<file path="src/rtl/stream_priority_arbiter.sv">
// Registered N-to-1 stream arbiter with packet locking.
// Fixed-priority or round-robin selection, one output register stage.
module stream_priority_arbiter #(
    parameter int NUM_INPUTS = 4,
    parameter int DATA_WIDTH = 8,
    parameter int ARB_MODE   = 0,
    localparam int GRANT_W   = (NUM_INPUTS > 1) ? $clog2(NUM_INPUTS) : 1
) (
    input  logic                                  clk_i,
    input  logic                                  rst_ni,
    input  logic [NUM_INPUTS-1:0]                 in_valid_i,
    input  logic [NUM_INPUTS-1:0][DATA_WIDTH-1:0] in_data_i,
    input  logic [NUM_INPUTS-1:0]                 in_last_i,
    output logic [NUM_INPUTS-1:0]                 in_ready_o,
    output logic                                  out_valid_o,
    output logic [DATA_WIDTH-1:0]                 out_data_o,
    output logic                                  out_last_o,
    output logic [GRANT_W-1:0]                    out_grant_o,
    input  logic                                  out_ready_i
);

    typedef enum logic {
        IDLE,
        LOCKED
    } state_e;

    state_e               state_q, state_d;
    logic [GRANT_W-1:0]   lock_q, lock_d;
    logic [GRANT_W-1:0]   ptr_q, ptr_d;
    logic                 out_valid_q, out_valid_d;
    logic [DATA_WIDTH-1:0] out_data_q, out_data_d;
    logic                 out_last_q, out_last_d;
    logic [GRANT_W-1:0]   out_grant_q, out_grant_d;

    logic                 load;
    logic                 found;
    logic [GRANT_W-1:0]   win;
    logic                 xfer;

    assign load = !out_valid_q || out_ready_i;

    // Pick the winning source: locked owner, lowest index, or rotating search
    always_comb begin
        found = 1'b0;
        win   = '0;
        if (state_q == LOCKED) begin
            found = in_valid_i[lock_q];
            win   = lock_q;
        end else if (ARB_MODE == 0) begin
            for (int i = 0; i < NUM_INPUTS; i++) begin
                if (!found && in_valid_i[i]) begin
                    found = 1'b1;
                    win   = GRANT_W'(i);
                end
            end
        end else begin
            for (int i = 0; i < NUM_INPUTS; i++) begin
                int j;
                j = (int'(ptr_q) + i) % NUM_INPUTS;
                if (!found && in_valid_i[j]) begin
                    found = 1'b1;
                    win   = GRANT_W'(j);
                end
            end
        end
    end

    // Only the winner sees ready, and only when the output register can load
    always_comb begin
        in_ready_o = '0;
        if (rst_ni && found) begin
            in_ready_o[win] = load;
        end
    end

    assign xfer = rst_ni && found && load;

    // Next-state for the output register, packet lock and rotation pointer
    always_comb begin
        state_d     = state_q;
        lock_d      = lock_q;
        ptr_d       = ptr_q;
        out_valid_d = out_valid_q;
        out_data_d  = out_data_q;
        out_last_d  = out_last_q;
        out_grant_d = out_grant_q;
        if (load) begin
            out_valid_d = xfer;
        end
        if (xfer) begin
            out_data_d  = in_data_i[win];
            out_last_d  = in_last_i[win];
            out_grant_d = win;
            if (in_last_i[win]) begin
                state_d = IDLE;
                if (ARB_MODE != 0) begin
                    ptr_d = (win == GRANT_W'(NUM_INPUTS - 1)) ? '0 : win + 1'b1;
                end
            end else begin
                state_d = LOCKED;
                lock_d  = win;
            end
        end
    end

    // State registers with synchronous active-low reset
    always_ff @(posedge clk_i) begin
        if (!rst_ni) begin
            state_q     <= IDLE;
            lock_q      <= '0;
            ptr_q       <= '0;
            out_valid_q <= 1'b0;
            out_data_q  <= '0;
            out_last_q  <= 1'b0;
            out_grant_q <= '0;
        end else begin
            state_q     <= state_d;
            lock_q      <= lock_d;
            ptr_q       <= ptr_d;
            out_valid_q <= out_valid_d;
            out_data_q  <= out_data_d;
            out_last_q  <= out_last_d;
            out_grant_q <= out_grant_d;
        end
    end

    assign out_valid_o = out_valid_q;
    assign out_data_o  = out_data_q;
    assign out_last_o  = out_last_q;
    assign out_grant_o = out_grant_q;

endmodule

</file>
<file path="config.mk">
export PLATFORM = sky130hd
export DESIGN_NAME = stream_priority_arbiter
export DESIGN_NICKNAME = d
export VERILOG_FILES = /design/src/rtl/stream_priority_arbiter.sv
export SDC_FILE = /design/constraint.sdc
export NUM_CORES = 1
export LEC_CHECK = 0
export CAP_MARGIN = 20
export CELL_PAD_IN_SITES_DETAIL_PLACEMENT = 2
export CELL_PAD_IN_SITES_GLOBAL_PLACEMENT = 2
export CORE_ASPECT_RATIO = 1.75
export CORE_MARGIN = 5
export CORE_UTILIZATION = 22
export DETAILED_ROUTE_END_ITERATION = 16
export PLACE_DENSITY_LB_ADDON = 0.15
export SYNTH_ARGS = -nofsm -noshare
export SYNTH_HDL_FRONTEND = slang
export SYNTH_SLANG_ARGS = --single-unit
</file>
<file path="constraint.sdc">
create_clock -name clk_i -period 4.8 [get_ports clk_i]
set_input_delay 1.44 -clock clk_i [delete_from_list [all_inputs] [get_ports clk_i]]
set_output_delay 1.44 -clock clk_i [all_outputs]
set_load 0.02 [all_outputs]
</file>
---- Word level (Yosys, flattened, before mapping) ----
Cells that the tools add are included.
W data, S select, Z words.
storage, ports and cells
  output and inout port bits .............. 16
  bits in registers ....................... 15
  bits of input ports ..................... 43
operators by class
  multiplexer cells ....................... 22
  reductions and logical operators ........ 12
  bitwise logic cells ..................... 2
  order comparisons ....................... 3
operator list
  kind                  count
  $bmux W8 S2           1
  $mux W1               13
  $mux W8               1
  $logic_and A1 B1 Y1   6
  $lt A2 B3 Y1 const B  2
  $mux W2               3
  $and A4 B4 Y4         1
  $bmux W1 S2           2
  $logic_not A1 Y1      4
  $mux W4               1
  $demux W1 S2          1
  $ge A2 B1 Y1 const B  1
  $reduce_and A2 Y1     1
  $logic_or A1 B1 Y1    1
  $not A1 Y1            1

---- Depth between registers and ports, before layout ----
Gate-level depths: netlist of run 1.
  depth in word-level cells ............... 20
  gate-level depth with buffers ........... 7

---- Worst setup path before layout of run 1 ----
Ideal clock, no wire load.
  path kind ............................... input to output
  from .................................... in in_valid_i[2]
  to ...................................... out in_ready_o[1]
  stages on the path ...................... 5
  setup slack ............................. 0.675 ns
  data arrival time ....................... 2.685 ns
  cell sequence ........................... nand2b_1 -> a211o_1 -> buf_6 -> buf_6 -> nor3_1
on the way
  longest elaborated chain between the ends .. 13
  elaborated cells on any way between the ends .. 20
  those cells by class .................... order compare (2); mux (12); bitwise (1); reduce/logical (5)
ends and longest elaborated chain
  what                                                                       RTL line  RTL
  start, declared                                                            11        input logic [NUM_INPUTS-1:0] in_valid_i,
  $logic_and A1 B1 Y1                                                        51        if (!found && in_valid_i[i]) begin
  $mux W1                                                                    51
  $mux W1                                                                    46        if (state_q == LOCKED) begin
  $logic_not A1 Y1                                                           51
  $logic_and A1 B1 Y1                                                        51
  $mux W2                                                                    51
  $mux W2                                                                    46
  $lt A2 B3 Y1 (implied by the code) / $ge A2 B1 Y1 (equally long branches)  72        in_ready_o[win] = load;
  $logic_and A1 B1 Y1 (implied by the code)                                  72
  $mux W1 (implied by the code)                                              72
  $demux W1 S2                                                               72
  $and A4 B4 Y4 (no source line)                                             -
  $mux W4 *                                                                  71        if (rst_ni && found) begin
  end, declared                                                              14        output logic [NUM_INPUTS-1:0] in_ready_o,
Mark *: on every way between the ends. The rest lies on a longest branch, timed or not. The select of a mux whose other input is x is not followed.

---- Final worst setup path of run 1 ----
  from .................................... in in_valid_i[1]
  to ...................................... out in_ready_o[0]
on the way
  longest elaborated chain between the ends .. 17
  elaborated cells on any way between the ends .. 25
  those cells by class .................... order compare (2); mux (15); bitwise (1); reduce/logical (7)
ends and longest elaborated chain
  what                                                                       RTL line
  $logic_and A1 B1 Y1                                                        51
  $mux W1                                                                    51
  $mux W1                                                                    46
  $logic_not A1 Y1                                                           51
  $logic_and A1 B1 Y1                                                        51
  $mux W1                                                                    51
  $mux W1                                                                    46
  $logic_not A1 Y1                                                           51
  $logic_and A1 B1 Y1                                                        51
  $mux W2                                                                    51
  $mux W2                                                                    46
  $lt A2 B3 Y1 (implied by the code) / $ge A2 B1 Y1 (equally long branches)  72
  $logic_and A1 B1 Y1 (implied by the code)                                  72
  $mux W1 (implied by the code)                                              72
  $demux W1 S2                                                               72
  $and A4 B4 Y4 (no source line)                                             -
  $mux W4 *                                                                  71
Marked as above.

==> flow_summary.yaml, run 1 <==
critical_path:
  cp_max_fo: 6
  cp.arrival_ns: 3.15
  cp_slowest_cell: "clkdlybuf4s50_1"
  startpoint_type: "primary input"
  cp.required_ns: 3.36
  path_cells: "clkdlybuf4s50_1, or3_4, o32a_4, nand4_4, nor3_1, dlygate4sd2_1"
  end_kind: "output port"
  path_class: "in2out"
  slowest_delay_ns: 0.45
timing:
  clock_skew_ns: 0.008559
  post-route-min-period_ns: 4.594
  fmax_mhz: 217.7
  period_share_pct: 95.71
  timing.slew.headroom_pct: 59.80
  finalSetupViolations: 0
  slew_viol_final: 0
  hold_slack_ns: 0.4713
  fin_ws_ns: 0.2058
  finalHoldViolCount: 0
  fin_tns_setup_ns: 0
  rsz0062_at_grt: "no"
  tightestPinTransition_ns: 0.5993
power:
  p_leak_nw: 0.6821
  power_density_nw_per_um2: 268.1
  peakVddDrop_uv: 156.0
  fin_total_pwr_mw: 0.4512
place:
  place_congestion: 0.8380
  dpl.hpwl_um: 3267
  portBuffers: 58
  dp_worst_setup_slack_ns: -0.03155
  place_inst: 218
global_routing:
  grt_overflow: 0
  grt_max_degree: 19
  grt_use_total_pct: 13.27
  grt_pass1_wl_um: 6230
  antenna_found_initial: 0
  first_global_vias: 1333
clock_network:
  cts_buffer_depth: 2
  path_clk_slew_ns: 0.06
  post_cts_buffers: 0
  ctsRootBufferMaster: "clkbuf_8"
  clock_latency_ns: 0.25
  clock_sinks: 15
  cts_buffers: 3
  htreeDepth: 1
  cts_tree: "done"
route:
  remaining_drc_errors: 0
  ant_nets: 0
  post_drt_via_cell_ratio: 5.041
  wl_um: 3920
  dr_total_vias: 1119
  drt-wirelength-per-cell_um: 17.66
  drt_pass1_iterations: 4
  drt-initial-drc-count: 16
run:
  max_cap_violations: 0
synth:
  ys_async_sr_fraction_pct: 0
  synth_edf_count: 0
  yosysWarnings: 0
  netlist_area_um2: 999.7
  avgSynthCellArea_um2: 9.257
  synth-main-ff-cell: "dfxtp_1"
  ys_seq_area_share_pct: 30.04
  syn-num-nets: 151
  synth.distinct_cells: 30
  syn_inst: 108
  ys_ff_latch: 15
floorplan:
  initial_core_util_pct: 22.70
  rows: 32
  die_area_um2: 6045
  die_y_um: 99.18
  die_w_um: 60.96
  core_um2: 4404
  num_io_pins: 59
final_layout:
  final_nets: 215
  area_growth_pct: 68.33
  layout-drive-gt1-share_pct: 12.87
  mostFrequentLayoutCell: "clkdlybuf4s50_1"
  fill_cells: 535
  diodes: 0
  most-common-layout-cells: "clkdlybuf4s50_1, dfxtp_1, mux2i_1"
  finalNonFillerCells: 222
run_status:
  status: "complete, no violations"
worst_hold_path:
  worstHoldPathType: "reg2reg"
[logic make-up after synthesis]
logic type | Yosys count | share of synthesized area, %
DFF | 15 | 30.04
muxes | 16 | 16.52
AOI/OAI and AO/OA | 36 | 28.04
buffers and inverters | 11 | 8.510
and+or+nand+nor | 30 | 16.90
[flip-flops by register name, indices dropped and copies added (netlist names)]
name and cells:
out_grant_o 2, out_last_o 1, lock_q 2, out_valid_o 1
state_q 1, out_data_o 8
[synth_stat cells (all sizes together), types with 3 or more instances]
| cell | instances | area share, % |
|---|---|---|
| nand2b | 4 | 2.5 |
| buf | 8 | 7.4 |
| mux2 | 4 | 4.5 |
| a31o | 8 | 7.0 |
| a221oi | 8 | 7.0 |
| nor2 | 4 | 1.5 |
| nor3 | 4 | 2.0 |
| or3 | 3 | 2.4 |
| dfxtp | 15 | 30 |
| o21ai | 3 | 1.9 |
| a21oi | 10 | 5.0 |
| mux2i | 12 | 12 |
| nand2 | 10 | 3.8 |
[metrics by stage]
stage / area (um^2) / util, %
3_5_place_dp: 1642 / 37.27
5_1_grt: 1683 / 38.21
4_1_cts: 1683 / 38.21
3_3_place_gp: 1642 / 37.27
2_1_floorplan: 999.7 / -
6_report: 1683 / 38.21
[area by class of cell]
| class | instances | area [um^2] | area share [%] |
|---|---|---|---|
| well taps | 51 | 63.81 | 3.792 |
| repair buffers | 68 | 650.6 | 38.66 |
| multi-input cells | 82 | 614.3 | 36.51 |
| inverters | 2 | 7.507 | 0.4461 |
| clock buffers | 3 | 41.29 | 2.454 |
| flip-flops and latches | 15 | 300.3 | 17.84 |
| clock inverters | 1 | 5.005 | 0.2974 |
[repair_timing]
action | CTS | global route
endpoints found under the setup margin | 4 | 0
hold buffers | 0 | 0
resized for setup | 4 | 0
[critical path, delay by kind of cell]
kind	cells	cell delay [ns]
AOI/OAI and AO/OA	1	0.33
and+or+nand+nor	3	0.58
buffers and inverters	2	0.79
[final timing paths]
path,slack (ns),startpoint,end,cells past startpoint
setup / recovery,0.21,in_valid_i[1],in_ready_o[0],6
hold / removal,0.47,out_last_o$_SDFFE_PN0P_,out_last_o$_SDFFE_PN0P_,2
setup reg to reg,2.73,state_q$_SDFFE_PN0P_,lock_q[0]$_SDFFE_PN0P_,6
hold reg to reg,0.47,out_last_o$_SDFFE_PN0P_,out_last_o$_SDFFE_PN0P_,2
[layer usage]
layer	share of wire, %	vias to the layer above	GRT usage, %
met1	37	540	13.86
met2	55	42	25.39
li1	-	535	-
met4	0.77	0	4.341
met3	7.0	2	1.948
met5	0	-	0
[report_power, final]
group / leakage, nW / internal [mW] / switching, mW
clock network: 0.0255 / 0.0575 / 0.0493
logic: 0.532 / 0.103 / 0.0891
registers: 0.124 / 0.141 / 0.0110
total: 0.682 / 0.302 / 0.149
Note: power is estimated with default switching activity, not from simulation.
==> inputs of run 2 (changes only) <==
--- a/config.mk
+++ b/config.mk
@@ -5,7 +5,7 @@
 export SDC_FILE = /design/constraint.sdc
 export NUM_CORES = 1
 export LEC_CHECK = 0
-export CAP_MARGIN = 20
+export ABC_CLOCK_PERIOD_IN_PS = 4800
 export CELL_PAD_IN_SITES_DETAIL_PLACEMENT = 2
 export CELL_PAD_IN_SITES_GLOBAL_PLACEMENT = 2
 export CORE_ASPECT_RATIO = 1.75
==> results of run 2 <==
Final layout, timing and power as in run 1 (identical DEF).
==> variant 1 (config.mk and constraints of run 2) <==
Set the parameter `ARB_MODE` to 1 (it was 0).
--- a/src/rtl/stream_priority_arbiter.sv
+++ b/src/rtl/stream_priority_arbiter.sv
@@ -3,7 +3,7 @@
 module stream_priority_arbiter #(
     parameter int NUM_INPUTS = 4,
     parameter int DATA_WIDTH = 8,
-    parameter int ARB_MODE   = 0,
+    parameter int ARB_MODE   = 1,
     localparam int GRANT_W   = (NUM_INPUTS > 1) ? $clog2(NUM_INPUTS) : 1
 ) (
     input  logic                                  clk_i,
Formal check against the unedited RTL: not equivalent (a bounded check fails within 4 cycles, from zero or initial values and one cycle with rst_ni low).
==> variant 1 against run 2 <==
Total power rose by 110%. Setup slack worse by 0.084 ns. Clock skew down 0.0029 ns. Non-clock buffer count is 10 higher. First-iteration DRC count grew to 2.9 times the old value. Area after synthesis increased by 25%. Cell area is 23% higher. Routed wire length up 30%. Sequential cell count is 2 higher.
==> variant 1: results (changes against run 2) <==
INFO  metric leakage_power_summed_over_all_cells = 0.8197 nW (+20%)
INFO  metric muxShareOfSynthArea = 0.05005 (-0.1152)
INFO  metric n_fill_cell = 638 (+19%)
INFO  metric globalRouteMet3Util = 0.02863 (+0.009149)
INFO  metric cp_slowest_stage_delay = 0.50 ns (+0.05 ns)
INFO  metric synth_compound_gate_area_share = 0.3634 (+0.08301)
INFO  metric fin_worst_hold_slack = 0.4854 ns (+0.01406 ns)
INFO  metric number_of_cells_on_the_worst_reg_to_reg_path = 9 (+3)
INFO  metric netlist-cell-type-count = 39 (+30%)
INFO  metric met2_usage = 0.3033 (+0.04935)
INFO  metric cts_resized = 21 (+17)
INFO  metric grt_pass1_vias = 1684 (+26%)
INFO  metric synth-adder-area-share = 0.01001 (+0.01001)
INFO  metric synth_seq_area_share = 0.2723 (-0.02810)
INFO  metric dp_worst_setup_slack = -0.3960 ns (-0.3644 ns)
INFO  metric syn-instance-count = 148 (+37%)
INFO  metric critical_path_data_arrival_time = 3.24 ns (+0.09 ns)
INFO  metric r2r_setup_slack = 2.48 ns (-0.25 ns)
INFO  metric route.detailed.vias_per_inst = 4.911 (-2.6%)
INFO  metric tightestPinTransition = 0.4104 ns (-0.1890 ns)
INFO  metric gr-usage-all-layers = 0.1498 (+0.01719)
INFO  metric outcome = completed
INFO  metric critical_path_peak_fanout = 3 (-3)
INFO  metric finClkSkew = 0.005689 ns (-0.002871 ns)
INFO  metric synth.top_cells.by_area = sky130_fd_sc_hd__dfxtp_1, sky130_fd_sc_hd__a211oi_1, sky130_fd_sc_hd__o21a_1, sky130_fd_sc_hd__nor3b_1, sky130_fd_sc_hd__o31ai_1
variant 1: changes by cell type in the layout (fill, tap and decap cells not counted), moves of 9 or more:
| cell | change |
|---|---|
| sky130_fd_sc_hd__o31ai_1 | +9 |
| sky130_fd_sc_hd__nor3b_1 | +9 |
| sky130_fd_sc_hd__a21oi_1 | -9 |
| sky130_fd_sc_hd__buf_4 | +12 |
| sky130_fd_sc_hd__a211oi_1 | +15 |
variant 1: area by class of cell:
cell class	instances	area [sq um]	area share
multi-input combinational	110	842.1	0.4062
timing repair buffer	78	723.2	0.3488
sequential	17	340.3	0.1642
tap	76	95.09	0.04587
clock buffer	3	41.29	0.01992
inverter	7	26.28	0.01267
clock inverter	1	5.005	0.002414
variant 1: where the power goes:
group	internal [mW]	switching [mW]	total, mW	leakage [nW]
combinational	0.274	0.311	0.585	0.654
sequential	0.187	0.0427	0.230	0.141
clock	0.0577	0.0529	0.111	0.0255
total	0.519	0.407	0.925	0.820
==> variant 2 (flow settings as in run 2) <==
Made on the original files. Make the reset (`rst_ni`) asynchronous in one clocked block. Comments in the files are not updated.
--- a/src/rtl/stream_priority_arbiter.sv
+++ b/src/rtl/stream_priority_arbiter.sv
@@ -104,7 +104,7 @@
     end
 
     // State registers with synchronous active-low reset
-    always_ff @(posedge clk_i) begin
+    always_ff @(posedge clk_i or negedge rst_ni) begin
         if (!rst_ni) begin
             state_q     <= IDLE;
             lock_q      <= '0;
Check against the original RTL: differs if rst_ni is asserted again (counterexample within 4 cycles, from zero or initial values and one cycle with rst_ni low); with rst_ni held inactive, the same outputs for 10 cycles.
==> variant 2 against run 2 <==
Cell area up 20%. Critical path type unchanged. Setup slack worse by 0.053 ns. Area after synthesis up 24%. Routed wire length up 34%. Sequential cell count unchanged. Largest cell class is now multi-input combinational cells. Critical endpoint is now in_ready_o[3]. Maximum frequency down 1.1%. Core utilization down 1.9 points.
Power is not compared: it rests on default switching activity, and its combinational part moved more than twofold at a synthesized area within 25%.
==> variant 2: results (changes against run 2) <==
INFO  metric outcome = completed
INFO  metric worst_hold_path_type = flip-flop to flip-flop
INFO  metric place_congestion = 0.8755 (+4.5%)
INFO  metric synth_seq_area_share = 0.3027 (+0.002349)
INFO  metric antenna_cells_inserted = 0 (unchanged)
INFO  metric critical_path_data_arrival_time = 3.21 ns (+0.06 ns)
INFO  metric met1_usage = 0.1668 (+0.02821)
INFO  metric synth.avg_cell_area = 9.538 sq um (+3.0%)
INFO  metric tightestPinTransition = 0.8940 ns (+0.2947 ns)
INFO  metric cts_resized = 4 (unchanged)
INFO  metric detailedPlacementHpwl = 4.269 mm (+31%)
INFO  metric final_net_count = 241 (+12%)
INFO  metric leakage_power_summed_over_all_cells = 0.7930 nW
INFO  metric dp_worst_setup_slack = -0.04458 ns (-0.01303 ns)
INFO  metric finClkSkew = 0.003654 ns (-0.004905 ns)
INFO  metric routed_wire_length_per_instance = 19.31 microns (+9.4%)
INFO  metric met2_usage = 0.3040 (+0.05006)
INFO  metric drt-pass1-iter-count = 3 (-1)
INFO  metric cts.repair_timing.setup_buffer_count = 0 (unchanged)
INFO  metric synth_fp_nets = 173 (+15%)
INFO  metric power_switching_share = 0.4744
INFO  metric ys.warnings.count = 0 (unchanged)
INFO  metric globalRouteMet3Util = 0.02556 (+0.006082)
INFO  metric critical_path_peak_fanout = 4 (-2)
INFO  metric netlist-cell-type-count = 34 (+13%)
INFO  metric grt_pass1_wl = 8.652 mm (+39%)
INFO  metric initialDrtViolationCount = 34 (+18)
INFO  metric grt_start_max_net_pins = 20 (+1)
INFO  metric clk_transition_reported_paths = 0.07 ns
INFO  metric cts-root-buf = sky130_fd_sc_hd__clkbuf_8
INFO  metric layout-drive-gt1-share = 0.1980 (+0.06931)
INFO  metric gr-usage-all-layers = 0.1568 (+0.02409)
INFO  metric synth_ff_type = sky130_fd_sc_hd__dfrtp_1
INFO  metric grt_pass1_vias = 1665 (+25%)
INFO  metric synth.top_cells.by_area = sky130_fd_sc_hd__dfrtp_1, sky130_fd_sc_hd__a221oi_2, sky130_fd_sc_hd__and2_1, sky130_fd_sc_hd__o31ai_1, sky130_fd_sc_hd__o21ai_0
INFO  metric ys_top_cells_by_count = sky130_fd_sc_hd__and2_1, sky130_fd_sc_hd__dfrtp_1, sky130_fd_sc_hd__o21ai_0
INFO  metric route.final.wire_length = 5.272 mm (+34%)
INFO  metric n_fill_cell = 625 (+17%)
INFO  metric synth_async_sr_flop_share = 1.000 (+1.000)
INFO  metric route.detailed.vias_per_inst = 5.051 (+0.21%)
INFO  metric placed_cells_incl_taps = 269 (+23%)
==> variant 2: cell types whose count changed in the layout (fill, tap and decap cells not counted), moves of 8 or more <==
cell                              run 2  this run
sky130_fd_sc_hd__dfrtp_1              0        15
sky130_fd_sc_hd__a21oi_1             10         0
sky130_fd_sc_hd__mux2i_1             12         1
sky130_fd_sc_hd__a221oi_2             0        10
sky130_fd_sc_hd__dfxtp_1             15         0
sky130_fd_sc_hd__buf_4               10        18
sky130_fd_sc_hd__o31ai_1              0        12
sky130_fd_sc_hd__and2_1               0        17
sky130_fd_sc_hd__o21ai_0              0        13
sky130_fd_sc_hd__a31o_1               8         0
==> variant 2: through the flow <==
stage / setup TNS [ns] / util / cell area (sq um)
floorplan: 0 / - / 1240
global placement: -0.01181 / 0.3550 / 1967
detailed placement: -0.1249 / 0.3550 / 1967
CTS: 0 / 0.3629 / 2011
global route: 0 / 0.3634 / 2013
finish: 0 / 0.3634 / 2013
==> variant 2: path summary, 6_finish.rpt <==
kind / from / endpoint / slack (ns) / depth (start not counted)
max in group asynchronous: rst_ni / out_data_o[5] / 2.96 / 2
min: out_grant_o[0] / out_grant_o[0] / 0.51 / 2
min in group asynchronous: rst_ni / out_valid_o / 1.63 / 2
min reg2reg: out_grant_o[0] / out_grant_o[0] / 0.51 / 2
max: in_valid_i[3] / in_ready_o[3] / 0.15 / 6
max reg2reg: state_q / out_data_o[3] / 2.25 / 5
==> variant 2: power groups by stage <==
stage | Clock (mW) | Sequential [mW] | Combinational [mW]
6_report | 0.108 | 0.239 | 0.846
5_1_grt | 0.115 | 0.249 | 0.925
3_5_place_dp | 0 | 0.244 | 0.867
4_1_cts | 0.111 | 0.241 | 0.867
3_3_place_gp | 0 | 0.238 | 0.844
2_1_floorplan | 0 | 0.282 | 0.477
==> variant 2: layer usage <==
metal / wire, microns / vias to the layer above
met4: 70 / 0
li1: - / 644
met5: 0 / -
met3: 265 / 4
met1: 1985 / 693
met2: 2951 / 38
==> variant 2: final cells by class <==
class,instances,area share
flip-flops and latches,15,0.1865
repair buffers,76,0.3549
well taps,76,0.04723
multi-input cells,101,0.3872
inverters,1,0.001865
clock buffers,4,0.02237
==> variant 2: critical path, stage by stage <==
cell and delay [ns]:
sky130_fd_sc_hd__clkdlybuf4s50_1 0.48, sky130_fd_sc_hd__or2_2 0.34, sky130_fd_sc_hd__o311a_1 0.36, sky130_fd_sc_hd__nand3_1 0.19, sky130_fd_sc_hd__nor2_1 0.06, sky130_fd_sc_hd__dlygate4sd2_1 0.33
==> variant 2: cells by family after synthesis <==
group,synth area share
AND/OR/NAND/NOR,0.1816
buffers and inverters,0.07063
multiplexers,0.03532
flip-flops,0.3027
AO/OA/AOI/OAI,0.4097
